$ cat config.mk
export PLATFORM = sky130hd
export DESIGN_NAME = seq_sdiv_20x8
export DESIGN_NICKNAME = d
export VERILOG_FILES = /design/src/rtl/seq_sdiv_20x8.sv
export SDC_FILE = /design/constraint.sdc
export NUM_CORES = 1
export LEC_CHECK = 0
export CORE_ASPECT_RATIO = 0.5
export CORE_MARGIN = 5
export CORE_UTILIZATION = 40
export DETAILED_ROUTE_END_ITERATION = 6
export HOLD_SLACK_MARGIN = 0.02
export PLACE_DENSITY = 0.7
export SYNTH_ARGS = -nofsm -noshare
export SYNTH_HDL_FRONTEND = slang
export SYNTH_SLANG_ARGS = --single-unit
$ cat constraint.sdc
create_clock -name clk -period 3.7 [get_ports clk]
set_input_delay 0.74 -clock clk [delete_from_list [all_inputs] [get_ports clk]]
set_output_delay 0.74 -clock clk [all_outputs]
set_load 0.02 [all_outputs]
$ cat src/rtl/seq_sdiv_20x8.sv
// Restoring radix-2 signed divider: DW-bit dividend / VW-bit divisor -> QW-bit saturated quotient, VW-bit remainder.
// Fixed 22-cycle accept-to-out_valid latency; result held while out_ready is low, no new accept until handshake.
module seq_sdiv_20x8 #(
   parameter int DW = 20,
   parameter int VW = 8,
   parameter int QW = 12
) (
   input  logic          clk,
   input  logic          rst,
   input  logic          in_valid,
   output logic          in_ready,
   input  logic [DW-1:0] dividend,
   input  logic [VW-1:0] divisor,
   output logic          out_valid,
   input  logic          out_ready,
   output logic [QW-1:0] quotient,
   output logic [VW-1:0] remainder,
   output logic          ovf,
   output logic          dbz
);

   localparam int CW = $clog2(DW);
   localparam logic [DW-1:0] QPOS = DW'((1 << (QW-1)) - 1);
   localparam logic [DW-1:0] QNEG = DW'(1 << (QW-1));
   localparam logic [QW-1:0] QMAX = QPOS[QW-1:0];
   localparam logic [QW-1:0] QMIN = QNEG[QW-1:0];

   typedef enum logic [1:0] {IDLE, DIV, FIX, DONE} state_t;

   state_t        state_q;
   logic [DW-1:0] dvd_q;
   logic [VW-1:0] dvs_q;
   logic [VW-1:0] rem_q;
   logic [CW-1:0] cnt_q;
   logic          sgnq_q, sgnr_q, zdiv_q;
   logic          in_ready_q, out_valid_q, ovf_q, dbz_q;
   logic [QW-1:0] quotient_q;
   logic [VW-1:0] remainder_q;

   logic [VW:0]   rem_sh, diff;
   logic          ge;
   logic [VW-1:0] rem_d;
   logic [DW-1:0] dvd_d;
   logic [DW-1:0] dvd_abs;
   logic [VW-1:0] dvs_abs;
   logic [QW-1:0] q_lo, q_fix_d;
   logic [VW-1:0] r_fix_d;
   logic          ovf_fix_d;

   always_comb begin
      dvd_abs = dividend[DW-1] ? (~dividend + 1'b1) : dividend;
      dvs_abs = divisor[VW-1]  ? (~divisor + 1'b1)  : divisor;

      // dvd_q shifts dividend bits out at the top and quotient bits in at the bottom
      rem_sh = {rem_q, dvd_q[DW-1]};
      ge     = rem_sh >= {1'b0, dvs_q};
      diff   = rem_sh - {1'b0, dvs_q};
      rem_d  = ge ? diff[VW-1:0] : rem_sh[VW-1:0];
      dvd_d  = {dvd_q[DW-2:0], ge};

      q_lo      = dvd_q[QW-1:0];
      ovf_fix_d = 1'b0;
      if (zdiv_q) begin
         q_fix_d = sgnr_q ? QMIN : QMAX;
         r_fix_d = '0;
      end else begin
         r_fix_d = sgnr_q ? (~rem_q + 1'b1) : rem_q;
         if (!sgnq_q && dvd_q > QPOS) begin
            q_fix_d   = QMAX;
            ovf_fix_d = 1'b1;
         end else if (sgnq_q && dvd_q > QNEG) begin
            q_fix_d   = QMIN;
            ovf_fix_d = 1'b1;
         end else begin
            q_fix_d = sgnq_q ? (~q_lo + 1'b1) : q_lo;
         end
      end
   end

   always_ff @(posedge clk or posedge rst) begin
      if (rst) begin
         state_q     <= IDLE;
         dvd_q       <= '0;
         dvs_q       <= '0;
         rem_q       <= '0;
         cnt_q       <= '0;
         sgnq_q      <= 1'b0;
         sgnr_q      <= 1'b0;
         zdiv_q      <= 1'b0;
         in_ready_q  <= 1'b1;
         out_valid_q <= 1'b0;
         quotient_q  <= '0;
         remainder_q <= '0;
         ovf_q       <= 1'b0;
         dbz_q       <= 1'b0;
      end else begin
         case (state_q)
            IDLE: begin
               if (in_valid && in_ready_q) begin
                  dvd_q      <= dvd_abs;
                  dvs_q      <= dvs_abs;
                  rem_q      <= '0;
                  cnt_q      <= CW'(DW-1);
                  sgnq_q     <= dividend[DW-1] ^ divisor[VW-1];
                  sgnr_q     <= dividend[DW-1];
                  zdiv_q     <= (divisor == '0);
                  in_ready_q <= 1'b0;
                  state_q    <= DIV;
               end
            end
            DIV: begin
               dvd_q <= dvd_d;
               rem_q <= rem_d;
               cnt_q <= cnt_q - 1'b1;
               if (cnt_q == '0) state_q <= FIX;
            end
            FIX: begin
               quotient_q  <= q_fix_d;
               remainder_q <= r_fix_d;
               ovf_q       <= ovf_fix_d;
               dbz_q       <= zdiv_q;
               state_q     <= DONE;
            end
            DONE: begin
               // first DONE cycle is a settle slot that gives the fixed 22-cycle latency
               if (!out_valid_q) begin
                  out_valid_q <= 1'b1;
               end else if (out_ready) begin
                  out_valid_q <= 1'b0;
                  in_ready_q  <= 1'b1;
                  state_q     <= IDLE;
               end
            end
            default: state_q <= IDLE;
         endcase
      end
   end

   assign in_ready  = in_ready_q;
   assign out_valid = out_valid_q;
   assign quotient  = quotient_q;
   assign remainder = remainder_q;
   assign ovf       = ovf_q;
   assign dbz       = dbz_q;

endmodule

==> results.toml, run 1 <==
[yosys]
ys_warn_count = 0
async_reset_ff_share_pct = 100
yosys-top-cells-count = "69 x dfrtp_1, 47 x nand2_1, 47 x o21ai_0"
synth_edf_count = 0
synth_flop_cell = "dfrtp_1"
synth_fp_nets = 551
syn_area_per_cell_sq_um = 8.88
synthCells = 499
synth_area_leaders = "dfrtp_1 39%, ha_1 5.4%, xor2_1 5.3%"
synthMostInstantiatedCell = "dfrtp_1"
syn_area_sq_um = 4430
ys_seq_area_share_pct = 39.6
ys_types = 56
synth_top_area_share_pct = 39.0
synth.ff_latch_count = 70
synth_top_area_cell = "dfrtp_1"

[global_route]
antenna_found_initial = 0
grt_pass1_wl_mm = 18.1
overflow = 0
first_global_vias = 3689
grt_util_all_layers_pct = 15.9
grt_max_degree = 38

[timing]
setup_tns_ns = 0
drv_slew = 0
worstMarginPinSlew_ns = 1.02
hold_violations = 0
finalCritPeriodShare_pct = 73.0
holdWs_ns = 0.485
clock_skew_ns = 0.00472
setup_viol = 0
period_minus_slack_ns = 2.70
relSlewSlack_pct = 32.0
fmaxAchievable_mhz = 370
rsz0062_at_grt = "false"

[hold_path]
min_path_type = "reg2reg"
min_to = "dvs_q[4]"
worstHoldPathCells = 2
worstHoldStart = "dvs_q[4]"

[job]
cap_viol_max_count = 0

[pwr]
clockPowerShare_pct = 50.9
p_int_mw = 1.43
vdd_drop_max_v = 0.000225
p_leak_nw = 2.33
sw_frac_of_total_pct = 20.5
switching_power_mw = 0.368
seqPwrFrac_pct = 42.7
power_density_nw_per_um2 = 329
pwr-share-comb_pct = 6.5

[cts]
cts_tree = "done"
cts_root_buf = "clkbuf_16"
cts_resized = 0
clock_path_buffers = 2
cts.sinks = 70
numCtsBuffers = 9
clk_latency_ns = 0.33
clk_pin_slew_worst_paths_ns = 0.06
htree_levels = 3
ctsHoldBuffers = 0
postCtsSetupBuffers = 0

[floorplanning]
start_util_pct = 40.6
coreArea_sq_um = 10900
num_rows = 27
pin_count = 56
die_area_sq_um = 13400
die_y_um = 84.4
chipWidth_um = 159

[critical_path]
cp_slowest_cell = "or4_4"
crit_type = "in2reg"
path_buf_inv = 1
worstPathArrival_ns = 2.91
r2r-start = "rem_q[3]"
crit_path_start_kind = "input port"
rrSetupSlack_ns = 1.12
cp_top_family = "simple AND/OR/NAND/NOR gates"
cp_common_cell = "or4_4"
cp_cell_sequence = "clkdlybuf4s50_1, or4_4, or4_4, o41ai_2, xor2_1, o22ai_1"
r2r_cells = 6
setup.worst_path.end_class = "flip-flop"
path_max_fanout = 5
rr_endpoint = "rem_q[0]"
cp_data_required_time_ns = 3.91
slowest_delay_ns = 0.57

[detailed_routing]
via_per_inst = 5.20
wl_per_cell_um = 14.5
drtIter0Drc = 330
routed-wl-met3_um = 361
top_layer = "met4"
routed_wirelength_mm = 10.2
drt-pass1-iter-count = 4
vias = 3638
final_antenna_net_count = 0
wl_met2_mm = 4.62
drc = 0
wl_met1_mm = 5.08

[placement]
dpl.hpwl_mm = 7.65
port_buffers = 55
place_congestion = 0.817

[final_layout]
syn2layout_area_growth_pct = 23.4
diodes = 0
fin_nets = 601
drive_above_1_share_pct = 7.58

[status]
outcome = "finished, final reports clean"
kinds of logic (layout without fill, tap and decap cells):
kind of cell / count (synthesis) / count (layout) / synth area share (%)
and+or+nand+nor: 155 / 155 / 17.5
AOI/OAI and AO/OA: 133 / 133 / 19.4
DFF: 70 / 70 / 39.6
buffers and inverters: 60 / 115 / 5.08
xor gates and xnor gates: 44 / 44 / 8.70
adders and majority gates: 20 / 20 / 5.82
muxes: 17 / 17 / 3.90
worst reg2reg max path, stage by stage, from the launching register on:
cell and delay [ns]:
dfrtp_1 0.45, ha_1 0.37, and4_1 0.26, and2_1 0.19, a221oi_2 0.81, mux2i_1 0.17, a22o_1 0.21
metrics by stage:
step	std cells	setup WS, ns	utilization, %	total power [mW]	area, sq um
detailed placement	683	0.650	47.2	0.898	5150
finish	699	0.999	50.1	1.80	5470
global route	699	0.925	50.1	1.87	5470
CTS	699	1.00	50.1	1.82	5470
global placement	683	0.691	47.2	0.896	5150
floorplan	499	1.19	-	0.839	4430
routing by layer:
metal  global-route usage, %  up-vias
li1                        -     1877
met1                    22.1     1690
met5                       0        -
met3                    3.24        9
met2                    25.7       62
met4                    3.64        0
power groups by stage:
| stage | Clock [mW] | Combinational [mW] | Sequential (mW) |
|---|---|---|---|
| finish | 0.915 | 0.116 | 0.767 |
| global route | 0.971 | 0.132 | 0.767 |
| CTS | 0.935 | 0.118 | 0.767 |
| detailed placement | 0 | 0.117 | 0.781 |
| global placement | 0 | 0.116 | 0.781 |
| floorplan | 0 | 0.0589 | 0.781 |
sequential cells by signal, summed over array words and instances, names as in the netlist:
register   flops
dvd_q         20
quotient      12
dvs_q          8
rem_q          8
remainder      8
cnt_q          5
state_q        2
dbz            1
in_ready       1
out_valid      1
ovf            1
sgnq_q         1
sgnr_q         1
zdiv_q         1
placed cells by master (no fill, tap or decap), drive strengths merged, types with 5 or more instances in the layout:
cell type / instances
nand3: 24
inv: 34
nand2b: 17
o31ai: 10
ha: 19
xor2: 27
dfrtp: 69
or3: 6
xnor2: 17
nand2: 47
a21oi: 25
o41ai: 6
clkbuf: 12
mux2i: 15
nor2b: 5
clkdlybuf4s50: 55
nor2: 29
o21ai: 47
nor4: 6
or4: 7
o22ai: 16
buf: 9
final cells by class:
class                           count  area (sq um)
Fill cell                        1006          5440
Multi-Input combinational cell    369          2460
Sequential cell                    70          1750
Timing Repair Buffer               64           631
Clock buffer                       12           246
Tap cell                          145           181
Inverter                           35           131
Clock inverter                      4          70.1
worst max-delay path by stage:
stage / startpoint / end / slack (ns) / cells past startpoint
after floorplan: rst / cnt_q[0] / 1.19 / 1
after global placement: dividend[4] / dvd_q[15] / 0.69 / 6
after detailed placement: dividend[4] / dvd_q[15] / 0.65 / 6
after CTS: dividend[4] / dvd_q[15] / 1.00 / 6
after global routing: dividend[4] / dvd_q[15] / 0.93 / 6
final: dividend[4] / dvd_q[15] / 1.0 / 6
(Power assumes the default switching activity.)
==> inputs of run 2 (changes only) <==
PLACE_DENSITY = 0.72   (was 0.7)
clock period = 2.21 ns   (was 3.7 ns; I/O delays follow)
==> run 2 against run 1 <==
Effect of this change:
- clock power is 67% higher
- via count grew 7.9%
- sequential cell count unchanged
- core utilization grew 3.5 points
- global-route usage is 0.57 points higher
- sequential share of layout area is 2.1 points lower
- largest cell class unchanged
- routed wire length up 6.6%
- sequential power is 67% higher
- die area did not move
- clock skew is essentially flat
==> results.toml, run 2 (synthesized netlist as in run 1, its figures left out) <==
[timing]
setup_viol = 0
finalCritPeriodShare_pct = 98.6
drv_slew = 0
period_minus_slack_ns = 2.18
setup_tns_ns = 0
relSlewSlack_pct = 56.8
clock_skew_ns = 0.00465
setup_ws_ns = 0.0300
worstMarginPinSlew_ns = 0.644
hold_violations = 0
fmaxAchievable_mhz = 459

[detailed_routing]
wl_per_cell_um = 14.7
via_per_inst = 5.32
final_antenna_net_count = 0
vias = 3924
routed_wirelength_mm = 10.8
drt-pass1-iter-count = 5
drc = 0
drtIter0Drc = 215

[job]
cap_viol_max_count = 0

[final_layout]
design_area_sq_um = 5850
n_fill_cell = 1006
fin_cells = 738
largest_reg_flops = 20
final_common_cell = "dfrtp_1"
largest-register = "dvd_q"
drive_above_1_share_pct = 15.9
syn2layout_area_growth_pct = 31.9
final_cell_mix = "69 x dfrtp_1, 51 x clkdlybuf4s50_1, 46 x nand2_1, 44 x buf_4, 43 x o21ai_0"
diodes = 0
fin_nets = 640

[global_route]
overflow = 0
grt_pass1_wl_mm = 18.5
antenna_found_initial = 0
grt_max_degree = 27
first_global_vias = 3771
grt_util_all_layers_pct = 16.4

[critical_path]
setup.worst_path.end_class = "flip-flop"
cp_data_required_time_ns = 2.42
path_buf_inv = 1
cp_slowest_cell = "or4_4"
worstPathArrival_ns = 2.39
r2r_cells = 7
slowest_delay_ns = 0.54
path_max_fanout = 3
r2r-start = "rem_q[3]"
cp_common_cell = "or4_4"
crit_path_start_kind = "input port"
crit_cells = 6
crit_start = "dividend[12]"
cp_cell_sequence = "clkdlybuf4s50_1, or4_4, or4_4, o31ai_2, xor2_1, o22ai_1"
crit_type = "in2reg"
cp_top_family = "simple AND/OR/NAND/NOR gates"

[pwr]
sw_frac_of_total_pct = 21.3
switching_power_mw = 0.651
p_int_mw = 2.40
vdd_drop_max_v = 0.000336
p_leak_nw = 2.54
power_density_nw_per_um2 = 522
p_total_mw = 3.05
seqPwrFrac_pct = 42.1
pwr-share-comb_pct = 7.6
clockPowerShare_pct = 50.3

[placement]
place_congestion = 0.869
dp_cells = 722
dpl.hpwl_mm = 8.02
post_dp_cell_area_sq_um = 5470
port_buffers = 55
pre_cts_ws_ns = -0.500

[floorplanning]
die_area_sq_um = 13400
die_y_um = 84.4
num_rows = 27
chipWidth_um = 159
start_util_pct = 40.6
pin_count = 56
coreArea_sq_um = 10900

[cts]
clock_path_buffers = 2
clk_latency_ns = 0.34
postCtsSetupBuffers = 0
numCtsBuffers = 9
cts.sinks = 70
htree_levels = 3
cts_root_buf = "clkbuf_16"
clk_pin_slew_worst_paths_ns = 0.06
cts_tree = "done"

[hold_path]
min_path_type = "in2async"

[status]
outcome = "finished, final reports clean"
## run 2: cell types whose count changed in the layout (fill, tap and decap cells not counted), sizes merged
| cell | previous run | this run |
|---|---|---|
| dlygate4sd2 | 0 | 4 |
| clkdlybuf4s50 | 55 | 51 |
| bufinv | 2 | 1 |
| buf | 9 | 48 |
| clkbuf | 12 | 13 |
## run 2: layer usage
| metal | global-route usage, % | vias up | wire length (um) |
|---|---|---|---|
| met5 | 0 | - | 0 |
| met4 | 4.33 | 0 | 142 |
| met3 | 4.12 | 11 | 536 |
| met2 | 26.6 | 91 | 5030 |
| met1 | 22.2 | 1874 | 5130 |
| li1 | - | 1948 | - |
## run 2: path summary, 6_finish.rpt
path | endpoint | slack (ns)
max in group asynchronous | in_ready | 1.18
worst min register to register | quotient[11] | 0.48
min in group clk | quotient[11] | 0.48
worst max-delay path | dvd_q[18] | 0.03
worst min-delay path | rem_q[4] | 0.45
worst max register to register | rem_q[1] | 0.16
## run 2: stage by stage
step	hold WS [ns]	util, %
global route	0.493	53.6
detailed placement	0.467	50.1
floorplan	0.450	-
finish	0.448	53.6
global placement	0.469	50.1
CTS	0.453	53.2
## run 2: power groups by stage
| stage | Combinational (mW) | Clock (mW) | Sequential (mW) |
|---|---|---|---|
| 2_1_floorplan | 0.0987 | 0 | 1.31 |
| 3_3_place_gp | 0.226 | 0 | 1.31 |
| 3_5_place_dp | 0.232 | 0 | 1.31 |
| 4_1_cts | 0.233 | 1.56 | 1.28 |
| 5_1_grt | 0.257 | 1.62 | 1.28 |
| 6_report | 0.232 | 1.53 | 1.28 |
## run 2: cell type report
cell class / count / area, sq um / area share (%)
multi-input combinational: 369 / 2510 / 43.0
sequential: 70 / 1750 / 30.0
timing repair buffer: 103 / 947 / 16.2
clock buffer: 13 / 280 / 4.79
tap: 145 / 181 / 3.10
inverter: 35 / 131 / 2.25
clock inverter: 3 / 40.0 / 0.685
## run 2: what timing repair did
action                     4_1_cts  5_1_grt
resized for setup                7       14
pin swaps                        6        6
setup endpoints to repair       10        9
hold buffers                     0        0
